$ cat src/rtl/ready_wait_controller_pkg.sv
// Shared types and helpers for the 8088 READY wait-state controller.
// Holds the FSM state type, the overlapping-decode wait reduction and parameter limits.
package ready_pkg;

   localparam int unsigned MaxSources   = 8;
   localparam int unsigned MaxWaitWidth = 16;

   typedef enum logic [1:0] {
      StIdle,
      StMinWait,
      StPoll,
      StRelease
   } state_e;

   // Largest minimum wait among the selected sources, unsigned.
   function automatic int unsigned max_wait(input logic [MaxSources-1:0]              sel,
                                            input logic [MaxSources*MaxWaitWidth-1:0] waits);
      int unsigned m;
      m = 0;
      for (int unsigned i = 0; i < MaxSources; i++) begin
         if (sel[i] && (32'(waits[i*MaxWaitWidth +: MaxWaitWidth]) > m)) begin
            m = 32'(waits[i*MaxWaitWidth +: MaxWaitWidth]);
         end
      end
      return m;
   endfunction

   function automatic bit params_ok(input int unsigned num_sources,
                                    input int unsigned wait_width,
                                    input int unsigned timeout_cycles,
                                    input int unsigned timeout_width);
      return (num_sources >= 1) && (num_sources <= MaxSources) &&
             (wait_width >= 1) && (wait_width <= MaxWaitWidth) &&
             (timeout_width >= 1) && (timeout_width < 32) &&
             (longint'(timeout_cycles) < (longint'(1) << timeout_width));
   endfunction

endpackage

$ cat src/rtl/ready_wait_controller_source_combine.sv
// Reduces the selected sources to one combined ready (AND) and one minimum wait (max).
// Purely combinational.
module ready_source_combine
   import ready_pkg::*;
#(
   parameter int unsigned NumSources = 4,
   parameter int unsigned WaitWidth  = 4
) (
   input  logic [NumSources-1:0]           sel_i,
   input  logic [NumSources-1:0]           ready_i,
   input  logic [NumSources*WaitWidth-1:0] min_wait_i,
   output logic                            ready_o,
   output logic [WaitWidth-1:0]            wait_o
);

   logic [MaxSources-1:0]              sel_ext;
   logic [MaxSources*MaxWaitWidth-1:0] waits_ext;

   always_comb begin
      sel_ext   = '0;
      waits_ext = '0;
      for (int unsigned i = 0; i < NumSources; i++) begin
         sel_ext[i] = sel_i[i];
         waits_ext[i*MaxWaitWidth +: WaitWidth] = min_wait_i[i*WaitWidth +: WaitWidth];
      end
   end

   // Unselected sources count as ready.
   assign ready_o = &(ready_i | ~sel_i);
   assign wait_o  = WaitWidth'(max_wait(sel_ext, waits_ext));

endmodule

$ cat src/rtl/ready_wait_controller.sv
// CPU READY generator: per-source minimum waits, two-phase READY sync and a POLL watchdog.
// RDY moves only on CPU falling edges; the sync flop Q1 only on CPU rising edges.
module ready_wait_controller
   import ready_pkg::*;
#(
   parameter int unsigned NUM_SOURCES    = 4,
   parameter int unsigned WAIT_WIDTH     = 4,
   parameter int unsigned TIMEOUT_CYCLES = 64,
   parameter int unsigned TIMEOUT_WIDTH  = 8
) (
   input  logic                              clock,
   input  logic                              reset,
   input  logic                              cpu_clock_posedge,
   input  logic                              cpu_clock_negedge,
   input  logic                              cycle_start,
   input  logic                              cycle_end,
   input  logic                              INTA_N,
   input  logic [NUM_SOURCES-1:0]            source_select,
   input  logic [NUM_SOURCES-1:0]            source_ready,
   input  logic [NUM_SOURCES*WAIT_WIDTH-1:0] min_wait,
   output logic                              RDY,
   output logic                              busy,
   output logic                              timeout
);

   if (!params_ok(NUM_SOURCES, WAIT_WIDTH, TIMEOUT_CYCLES, TIMEOUT_WIDTH)) begin : g_param_check
      $error("ready_wait_controller: illegal parameter combination");
   end

   localparam logic [TIMEOUT_WIDTH-1:0] TimeoutLimit = TIMEOUT_WIDTH'(TIMEOUT_CYCLES);
   localparam bit                       WatchdogEn   = (TIMEOUT_CYCLES != 0);

   state_e                   state_q, state_d;
   logic [NUM_SOURCES-1:0]   sel_q, sel_d, comb_sel;
   logic [WAIT_WIDTH-1:0]    wait_cnt_q, wait_cnt_d, comb_wait;
   logic [TIMEOUT_WIDTH-1:0] to_cnt_q, to_cnt_d;
   logic                     q1_q, q1_d;
   logic                     rdy_q, rdy_d;
   logic                     forced_q, forced_d;
   logic                     timeout_q, timeout_d;
   logic                     comb_ready, d_bit, go_idle;

   // In IDLE the live decode feeds the wait reduction; afterwards the latched select does.
   assign comb_sel = (state_q == StIdle) ? source_select : sel_q;

   ready_source_combine #(
      .NumSources (NUM_SOURCES),
      .WaitWidth  (WAIT_WIDTH)
   ) u_combine (
      .sel_i      (comb_sel),
      .ready_i    (source_ready),
      .min_wait_i (min_wait),
      .ready_o    (comb_ready),
      .wait_o     (comb_wait)
   );

   always_ff @(posedge clock or posedge reset) begin
      if (reset) begin
         state_q    <= StIdle;
         sel_q      <= '0;
         wait_cnt_q <= '0;
         to_cnt_q   <= '0;
         q1_q       <= 1'b0;
         rdy_q      <= 1'b0;
         forced_q   <= 1'b0;
         timeout_q  <= 1'b0;
      end else begin
         state_q    <= state_d;
         sel_q      <= sel_d;
         wait_cnt_q <= wait_cnt_d;
         to_cnt_q   <= to_cnt_d;
         q1_q       <= q1_d;
         rdy_q      <= rdy_d;
         forced_q   <= forced_d;
         timeout_q  <= timeout_d;
      end
   end

   always_comb begin
      state_d    = state_q;
      sel_d      = sel_q;
      wait_cnt_d = wait_cnt_q;
      to_cnt_d   = to_cnt_q;
      q1_d       = q1_q;
      rdy_d      = rdy_q;
      forced_d   = forced_q;
      timeout_d  = 1'b0;
      go_idle    = 1'b0;

      if (cpu_clock_posedge) q1_d = d_bit;
      if (cpu_clock_negedge) rdy_d = (state_q == StPoll) ? (d_bit & q1_q) : d_bit;

      unique case (state_q)
         StIdle: begin
            if (cycle_start && INTA_N && (|source_select)) begin
               sel_d = source_select;
               if (comb_wait == '0) begin
                  state_d = StPoll;
               end else begin
                  wait_cnt_d = comb_wait;
                  state_d    = StMinWait;
               end
            end
         end
         StMinWait: begin
            if (cycle_end) begin
               go_idle = 1'b1;
            end else if (cpu_clock_posedge) begin
               wait_cnt_d = wait_cnt_q - 1'b1;
               if (wait_cnt_q == WAIT_WIDTH'(1)) state_d = StPoll;
            end
         end
         StPoll: begin
            if (cycle_end) begin
               go_idle = 1'b1;
            end else begin
               if (cpu_clock_posedge && WatchdogEn && !forced_q) begin
                  to_cnt_d = to_cnt_q + 1'b1;
                  if (to_cnt_d == TimeoutLimit) begin
                     timeout_d = 1'b1;
                     forced_d  = 1'b1;
                     q1_d      = 1'b1;
                  end
               end
               if (cpu_clock_negedge && rdy_d) state_d = StRelease;
            end
         end
         StRelease: begin
            if (cycle_end) go_idle = 1'b1;
         end
         default: state_d = StIdle;
      endcase

      // An abort wins over a same-clock watchdog expiry.
      if (go_idle) begin
         state_d    = StIdle;
         sel_d      = '0;
         wait_cnt_d = '0;
         to_cnt_d   = '0;
         forced_d   = 1'b0;
         timeout_d  = 1'b0;
      end
   end

   always_comb begin
      d_bit = 1'b1;
      busy  = (state_q != StIdle);
      unique case (state_q)
         StIdle:    d_bit = 1'b1;
         StMinWait: d_bit = 1'b0;
         StPoll:    d_bit = comb_ready | forced_q;
         StRelease: d_bit = 1'b1;
         default:   d_bit = 1'b1;
      endcase
   end

   assign RDY     = rdy_q;
   assign timeout = timeout_q;

endmodule

$ cat config.mk
export PLATFORM = sky130hd
export DESIGN_NAME = ready_wait_controller
export DESIGN_NICKNAME = d
export VERILOG_FILES = /design/src/rtl/ready_wait_controller_pkg.sv /design/src/rtl/ready_wait_controller_source_combine.sv /design/src/rtl/ready_wait_controller.sv
export SDC_FILE = /design/constraint.sdc
export NUM_CORES = 1
export LEC_CHECK = 0
export CAP_MARGIN = 0
export CORE_ASPECT_RATIO = 1.5
export CORE_MARGIN = 2
export CORE_UTILIZATION = 30
export DETAILED_ROUTE_END_ITERATION = 8
export HOLD_SLACK_MARGIN = 0.02
export SKIP_LAST_GASP = 1
export SYNTH_ARGS = -nofsm -noshare
export SYNTH_HDL_FRONTEND = slang
export SYNTH_SLANG_ARGS = --single-unit
export TNS_END_PERCENT = 10
$ cat constraint.sdc
create_clock -name clock -period 13.2 [get_ports clock]
set_input_delay 2.64 -clock clock [delete_from_list [all_inputs] [get_ports clock]]
set_output_delay 2.64 -clock clock [all_outputs]
set_load 0.02 [all_outputs]
Yosys cells after proc, flatten, opt, wreduce, memory -nomap -nowiden --
Index checks and enable logic that the tools add are counted.
Storage, ports and cells: register bits 22, input bits 31, output and inout port bits 3, word-level logic and storage cells 106
Cells by class: add/subtract/negate cells 2, $lt $le $gt $ge 4, eq/ne operators 13, muxes and demuxes 47, bitwise operators 4, reduce and logical (&&, ||, !) cells 28
Operators by type and width (count):
- $gt 4x32->1 | 2
- $mux 32 | 2
- $mux 4 | 11
- $mux 8 | 4
- $mux 1 | 19
- $mux 2 | 8
- $ne 3x3->1 const B | 5
- $reduce_bool 2->1 | 6
- $add 8x1->8 const B | 1
- $eq 8x7->1 const B | 1
- $logic_and 1x1->1 | 8
- $pmux 4 s2 | 1
- $reduce_and 4->1 | 2
- $reduce_and 7->1 | 1
- $ne 3x2->1 const B | 2
- $pmux 2 s3 | 1
- $reduce_and 5->1 | 1
- $eq 2x2->1 const B | 2
- $eq 4x1->1 const B | 1
- $gt 4x1->1 const B | 1
- $gt 4x4->1 | 1
- $logic_not 4->1 | 1
- $not 4->4 | 1
- $or 4x4->4 | 1
- other kinds (15) | 15

Depth between registers and ports, before layout --
Gate-level depths: netlist (run 1).
word-level depth 18, gate-level depth with buffers 31, mapped depth without buffers 29

By module --
From an unflattened synthesis (run 1), not the netlist that was laid out.
Second synthesis, totals: cells, all modules 236, area total of the unflattened synthesis 2067.0 um2
Modules (own cells, without submodules):
- ready_wait_controller | instances 1, cells an instance 152, area an instance 1440.1 um2, seq. area each 550.5 um2
- ready_source_combine | instances 1, cells an instance 84, area an instance 626.9 um2, seq. area each 0.0 um2

Worst setup path after synthesis (run 1) --
No wires, ideal clock.
kind input to register, start point in source_select[0], end point reg wait_cnt_q[3], library setup time 122 ps, arrival time 8189 ps, data required time 13078 ps, slack 4889 ps, stages on the path 27, buffers on the path 1, cell sequence mux2_4 and2_4 inv_2 ha_1 nand4_1 nand2_2 a21oi_1 buf_4 mux2_2 ha_1 nand2_1 a2111oi_0 nor3b_1 a31oi_2 a31oi_1 or2_2 ha_1 nor2b_1 o21a_1 o21a_1 o211ai_4 inv_1 a311oi_2 a311oi_2 a2111oi_4 o21ai_2 a32o_1
Between the ends: longest elaborated chain between the ends 16, elaborated cells on any way between the ends 22, those cells by class 3 x order compare; 2 x eq/ne; 9 x mux; 8 x reduce/logical
Ends and longest elaborated chain:
- start: declaration | line ready_wait_controller.sv:18 | input logic [NUM_SOURCES-1:0] source_select,
- $mux 4 | line ready_wait_controller.sv:44 | assign comb_sel = (state_q == StIdle) ? source_select : sel_q;
- $logic_and 1x1->1 | line ready_wait_controller_pkg.sv:21 | if (sel[i] && (32'(waits[i*MaxWaitWidth +: MaxWaitWidth]) > m)) begin
- $mux 4 | line ready_wait_controller_pkg.sv:21
- $gt 4x4->1 | line ready_wait_controller_pkg.sv:21
- $logic_and 1x1->1 | line ready_wait_controller_pkg.sv:21
- $mux 32 | line ready_wait_controller_pkg.sv:21
- $gt 4x32->1 | line ready_wait_controller_pkg.sv:21
- $logic_and 1x1->1 | line ready_wait_controller_pkg.sv:21
- $mux 32 | line ready_wait_controller_pkg.sv:21
- $gt 4x32->1 | line ready_wait_controller_pkg.sv:21
- $logic_and 1x1->1 | line ready_wait_controller_pkg.sv:21
- $mux 4 | line ready_wait_controller_pkg.sv:21
- $mux 4 | line ready_wait_controller.sv:97 | if (comb_wait == '0) begin
- $mux 4 | line ready_wait_controller.sv:95 | if (cycle_start && INTA_N && (|source_select)) begin
- $pmux 4 s2 | line ready_wait_controller.sv:93 | unique case (state_q)
- $mux 4 | line ready_wait_controller.sv:135 | if (go_idle) begin
- end signal: assignment | line ready_wait_controller.sv:70 | wait_cnt_q <= wait_cnt_d;
- end: declaration | line ready_wait_controller.sv:35 | logic [WAIT_WIDTH-1:0] wait_cnt_q, wait_cnt_d, comb_wait;
Several ways; a longest one is shown, not always the timed one. The select of a mux whose other input is x is not followed. A chain may end at the register's enable or synchronous reset.

Final worst setup path (run 1) --
Ends and elaborated chain as after synthesis.

==> results of run 1 <==
per-stage QoR:
stage | hold slack [ns] | cell area (um^2) | cells
2_1_floorplan | 0.472 | 2150 | 262
3_3_place_gp | 0.503 | 2540 | 365
3_5_place_dp | 0.517 | 2540 | 365
4_1_cts | 0.534 | 2600 | 369
5_1_grt | 0.558 | 2600 | 369
6_report | 0.526 | 2600 | 369
placed cells by master, fill, tap and decap left out, types with 3 or more instances in the layout:
cell type	netlist	routed
inv_1	24	24
o21ai_0	21	21
and2_1	5	5
a21oi_1	10	10
nor3_1	5	5
mux2_2	7	7
o31ai_1	3	3
nor2b_1	4	4
nand2_1	36	36
ha_1	16	16
o211ai_1	4	4
clkbuf_8	0	4
nor2_1	13	13
a311oi_2	3	3
mux2i_1	5	5
a211o_1	3	3
a22o_1	3	3
dfrtp_1	22	22
and3_1	6	6
nand3_1	9	9
clkdlybuf4s50_1	0	33
Yosys cell counts, types with 2 or more instances:
| cell type | number |
|---|---|
| nor2_1 | 13 |
| o21a_1 | 2 |
| ha_1 | 16 |
| nor4_1 | 2 |
| mux2_4 | 2 |
| nand2b_1 | 2 |
| a22o_1 | 3 |
| nand3_1 | 9 |
| and3_1 | 6 |
| o211ai_1 | 4 |
| a31oi_1 | 2 |
| mux2i_1 | 5 |
| dfrtp_1 | 22 |
| inv_1 | 24 |
| o21ai_0 | 21 |
| o311ai_1 | 2 |
| mux2_2 | 7 |
| nor3b_1 | 2 |
| o221ai_1 | 2 |
| nor2b_1 | 4 |
| or2_2 | 2 |
| nand4_1 | 2 |
| a21oi_1 | 10 |
| nand2_2 | 2 |
| nor3_1 | 5 |
| o31ai_1 | 3 |
| nand4b_1 | 2 |
| and2_1 | 5 |
| nand2_1 | 36 |
| a311oi_2 | 3 |
| clkbuf_1 | 6 |
| a211o_1 | 3 |
area by class of cell:
| type | count | area [um^2] | area share (%) |
|---|---|---|---|
| Sequential cell | 22 | 551 | 21.2 |
| Multi-Input combinational cell | 207 | 1470 | 56.6 |
| Timing Repair Buffer | 33 | 330 | 12.7 |
| Clock buffer | 4 | 55.1 | 2.12 |
| Inverter | 25 | 93.8 | 3.61 |
| Tap cell | 78 | 97.6 | 3.76 |
logic make-up (layout without fill, tap and decap cells):
| family | count (synthesis) | in the layout | synth area share, % |
|---|---|---|---|
| AND/OR/NAND/NOR | 99 | 99 | 23.5 |
| multiplexers | 14 | 14 | 7.38 |
| buffers and inverters | 33 | 62 | 6.27 |
| adder cells (fa/ha/maj) | 16 | 16 | 9.29 |
| AO/OA/AOI/OAI | 77 | 77 | 27.6 |
| XOR/XNOR | 1 | 1 | 0.407 |
| flip-flops | 22 | 22 | 25.6 |
tightest hold or removal path, cell delays in order (launching register included):
cell and delay [ns]:
dfrtp_1 0.38, inv_1 0.05, o21ai_0 0.06
flip-flops by register name, summed over array words and instances (netlist names):
name and flops:
timeout 1, forced_q 1, sel_q 4, to_cnt_q 8, q1_q 1, state_q 2, wait_cnt_q 4, RDY 1
worst paths after layout:
| kind | slack, ns | cells past startpoint | startpoint | to |
|---|---|---|---|---|
| max | 3.54 | 27 | source_select[0] | wait_cnt_q[3] |
| min | 0.53 | 2 | RDY | RDY |
| max reg2reg | 5.20 | 28 | state_q[0] | wait_cnt_q[3] |
| min reg2reg | 0.53 | 2 | RDY | RDY |
| max in group asynchronous | 9.83 | 2 | reset | state_q[0] |
| min in group asynchronous | 2.84 | 2 | reset | to_cnt_q[4] |
routing by layer:
metal,wire length [um],vias up
li1,-,1026
met1,2190,978
met2,2960,53
met3,190,15
met4,181,0
met5,0,-
power breakdown:
group | internal (W) | total [W] | switching, W | leakage [nW]
clock | 0.0000266 | 0.0000491 | 0.0000225 | 0.0288
combinational | 0.000149 | 0.000342 | 0.000193 | 0.789
sequential | 0.0000859 | 0.000101 | 0.0000149 | 0.294
total | 0.000262 | 0.000492 | 0.000230 | 1.11
==> metrics.txt, run 1 <==
run status finished clean; Area Growth Syn to Fin 20.5%; Hold-fix buffers, CTS 0; DP Worst Slack 3.35 ns; Antenna Violating Nets Remaining 0; # DRC 0; Synth Net Count 309; vias in the first global route 2088; Root Buffer clkbuf_8; first-pass GRT wire length 9.36 mm; Resize count post-CTS 0; Reg clk slew, reported paths 0.08 ns; gr usage total 15.0%; Yosys cell types 65; GRT Residual Overflow 0; met3 usage 1.40%; fmax 0.104 GHz; ys flop type dfrtp_1; nets 339; worst relative slew slack 36.4%; Tmin final 9.66 ns; vias per cell 5.62; Worst-Margin Slew 0.953 ns; IO Count 34; PnR worst setup slack 3.54 ns; launching element type of the critical path primary input; Initial Util 31.2%; CP top delay family compound AO/OA/AOI/OAI gates; critical path arrival 9.81 ns; row count 37; dominant cell type by area after synthesis dfrtp_1; Die Wd 73.2 um; Critical Path RT 13.36 ns; DR WL/cell 15.0 um; Hold WC Path Type reg2reg; final core utilization 37.6%; Worst Path Max Fanout 12; drt pass-1 iters 4; setup_tns 0 ns; CTS H-tree depth 1; Power Density 189 mW/mm^2; placer's final routability congestion estimate 0.955; Port-buffer cells 33; Setup-failing EPs final 0; Syn Inst Count 262; largest net degree at the start of global routing 23; vias 2072; Sink Count 22; Synth Area per Inst 8.22 um^2; antenna cell count 0; Top Usage Layer GRT met2; slowest cell on the critical path a21oi_1; post-synthesis register bit count 22; Setup Crit Path Kind in2reg; fin crit share 73.2%; mapped cell area 0.00215 mm^2; Crit. End Element flop; Worst path max stage delay 0.74 ns; post-synthesis async set-or-reset flop share 100%; clock tree buffer depth 2; Top cell by count, worst path ha_1; CTS Buf Count 3; WL final 5.52 mm; Ys Warns 0; EDFF count, synth 0; initial antenna violation count 0; WP buf/inv 4; GR Util met1 16.1%; ratio of cells with drive above 1 in the final layout 9.62%; total power 0.000492 W; Die H 108 um; CTS tree done; max cap viols 0; met2 Usage GRT 28.2%; drt initial violations 95; die area 0.00789 mm^2; Clock Latency Late Sink 0.27 ns; fin. max-slew vios 0; Post-CTS Setup Inserts 0; RSZ-0062 raised after global routing no; post-synthesis sequential area ratio 25.6%; Leakage 1.11 nW; clock skew 0.00654 ns; VDD IR max 0.0939 mV; post-DP HPWL 4.53 mm; top-area cell type share of the netlist area 25.6%; CORE AREA 0.00690 mm^2; Synth area leaders dfrtp_1, ha_1, nand2_1, o21ai_0, inv_1; Fillers 703; final hold vios 0
Power figures use the tool's default switching activity.
==> run 2: changes to the inputs <==
==> constraint.sdc (replaced) <==
create_clock -name clock -period 8.65 [get_ports clock]
set_input_delay 1.73 -clock clock [delete_from_list [all_inputs] [get_ports clock]]
set_output_delay 1.73 -clock clock [all_outputs]
set_load 0.02 [all_outputs]
==> run 2 against run 1 <==
Net effect: register-to-register slack lost 3.8 ns; sequential share of layout area shrank 0.19 points; routed wire length is essentially flat; clock skew grew 0.0015 ns; clock-buffer cell count shrank 1; critical path depth grew 1; critical endpoint unchanged; cell count grew 0.27%; highest routed layer unchanged.
==> metrics.txt, run 2 (synthesized netlist as in run 1, its figures left out) <==
run status finished clean; commonest non-fill, non-tap cell in the layout nand2_1; final instance area 0.00262 mm^2; IO Count 34; setup_tns 0 ns; fmax 0.125 GHz; post-placement cell count 366; Leakage 1.12 nW; most frequent cells in the layout nand2_1, clkdlybuf4s50_1, inv_1, dfrtp_1, o21ai_0; first-pass GRT wire length 9.29 mm; Root Buffer clkbuf_8; initial antenna violation count 0; VDD IR max 0.170 mV; Clock Latency Late Sink 0.26 ns; Top reg by flops to_cnt_q; CTS tree done; vias per cell 5.48; fin crit share 92.7%; fin. max-slew vios 0; clock skew 0.00800 ns; GRT Residual Overflow 0; Crit. End Element flop; Hold WC Path Type reg2reg; WL final 5.53 mm; die area 0.00789 mm^2; vias in the first global route 2076; Largest register FFs 8; vias 2027; DR WL/cell 14.9 um; CTS Buf Count 3; DP Area 0.00255 mm^2; Port-buffer cells 33; # DRC 0; clock tree buffer depth 2; placer's final routability congestion estimate 0.896; critical path arrival 8.17 ns; Final Non-Filler Cells 370; gr usage total 14.7%; drt pass-1 iters 4; antenna cell count 0; Sink Count 22; Critical Path RT 8.80 ns; Power Density 296 mW/mm^2; Area Growth Syn to Fin 21.6%; Hold Path Depth 2; drt initial violations 84; final hold vios 0; Worst Path Max Fanout 7; Multi-input gate area 0.00147 mm^2; Resize count post-CTS 0; ratio of cells with drive above 1 in the final layout 9.93%; reg2reg start state_q[0]; CTS H-tree depth 1; Largest regs to_cnt_q x8, sel_q x4, wait_cnt_q x4; cells on worst reg2reg path 29; max cap viols 0; R2R Setup Slk 1.36 ns; Initial Util 31.2%; Hold EP RDY; launching element type of the critical path primary input; RSZ-0062 raised after global routing no; Fillers 714; Setup-failing EPs final 0; Die Wd 73.2 um; Post-CTS Setup Inserts 0; Hold-fix buffers, CTS 0; Reg clk slew, reported paths 0.08 ns; Hold Path Origin RDY; Die H 108 um; Setup Crit Path Kind in2reg; FF+latch area 551 um^2; Tmin final 8.02 ns; post-DP HPWL 4.51 mm; worst reg2reg path endpoint wait_cnt_q[3]; worst relative slew slack 41.0%; largest net degree at the start of global routing 23; nets 340; CORE AREA 0.00690 mm^2; row count 37; Antenna Violating Nets Remaining 0; Worst-Margin Slew 0.883 ns
run 2: final cells by class:
cell class,instances,area share (%)
timing repair buffer,34,12.9
clock buffer,3,1.58
sequential,22,21.0
inverter,25,3.58
tap,78,3.72
clock inverter,1,1.15
multi-input combinational,207,56.1
run 2: power by group:
| part | total (W) | leakage, nW | internal, W | switching, W |
|---|---|---|---|---|
| registers | 0.000154 | 0.294 | 0.000131 | 0.0000232 |
| logic | 0.000524 | 0.794 | 0.000230 | 0.000294 |
| clock network | 0.0000964 | 0.0357 | 0.0000618 | 0.0000346 |
run 2: stage by stage:
stage               hold slack (ns)  utilization [%]  setup slack (ns)  power (W)
finish                        0.524             38.0             0.632   0.000775
global route                  0.553             38.0             0.166   0.000842
CTS                           0.531             38.0             0.668   0.000779
detailed placement            0.513             36.9             0.437   0.000679
global placement              0.505             36.9             0.526   0.000675
floorplan                     0.472                -              1.25   0.000564
run 2: worst max-delay path by stage:
stage	depth (start not counted)	start	end	slack (ns)
floorplan	27	source_select[0]	wait_cnt_q[3]	1.25
global placement	27	source_select[0]	wait_cnt_q[3]	0.53
detailed placement	27	source_select[0]	wait_cnt_q[3]	0.44
CTS	28	source_select[0]	wait_cnt_q[3]	0.67
global route	26	source_select[0]	wait_cnt_q[3]	0.17
finish	28	source_select[0]	wait_cnt_q[3]	0.63
run 2: critical path, cell delays in order:
cell             delay, ns
clkdlybuf4s50_1       0.45
mux2_4                0.32
and2_4                0.18
inv_2                 0.08
ha_1                  0.24
nand4_1               0.13
nand2_2               0.10
a21oi_1               0.17
mux2_2                0.39
ha_1                  0.34
nand2_1               0.13
a21oi_1               0.05
a31oi_1               0.16
nor3b_1               0.47
nand3_1               0.28
nand3_2               0.17
mux2i_1               0.42
inv_1                 0.09
ha_1                  0.30
o21a_1                0.11
o21a_1                0.19
o211ai_4              0.29
inv_1                 0.17
a311oi_1              0.29
a311oi_2              0.12
a2111oi_4             0.37
o21ai_2               0.16
a32o_1                0.26
run 2: per-layer routing:
metal	share of wire (%)	vias to the layer above	GRT usage, %
met1	41	937	15.9
met2	54	55	28.8
met4	2.0	0	4.50
li1	-	1027	-
met5	0	-	0
met3	3.2	8	1.22
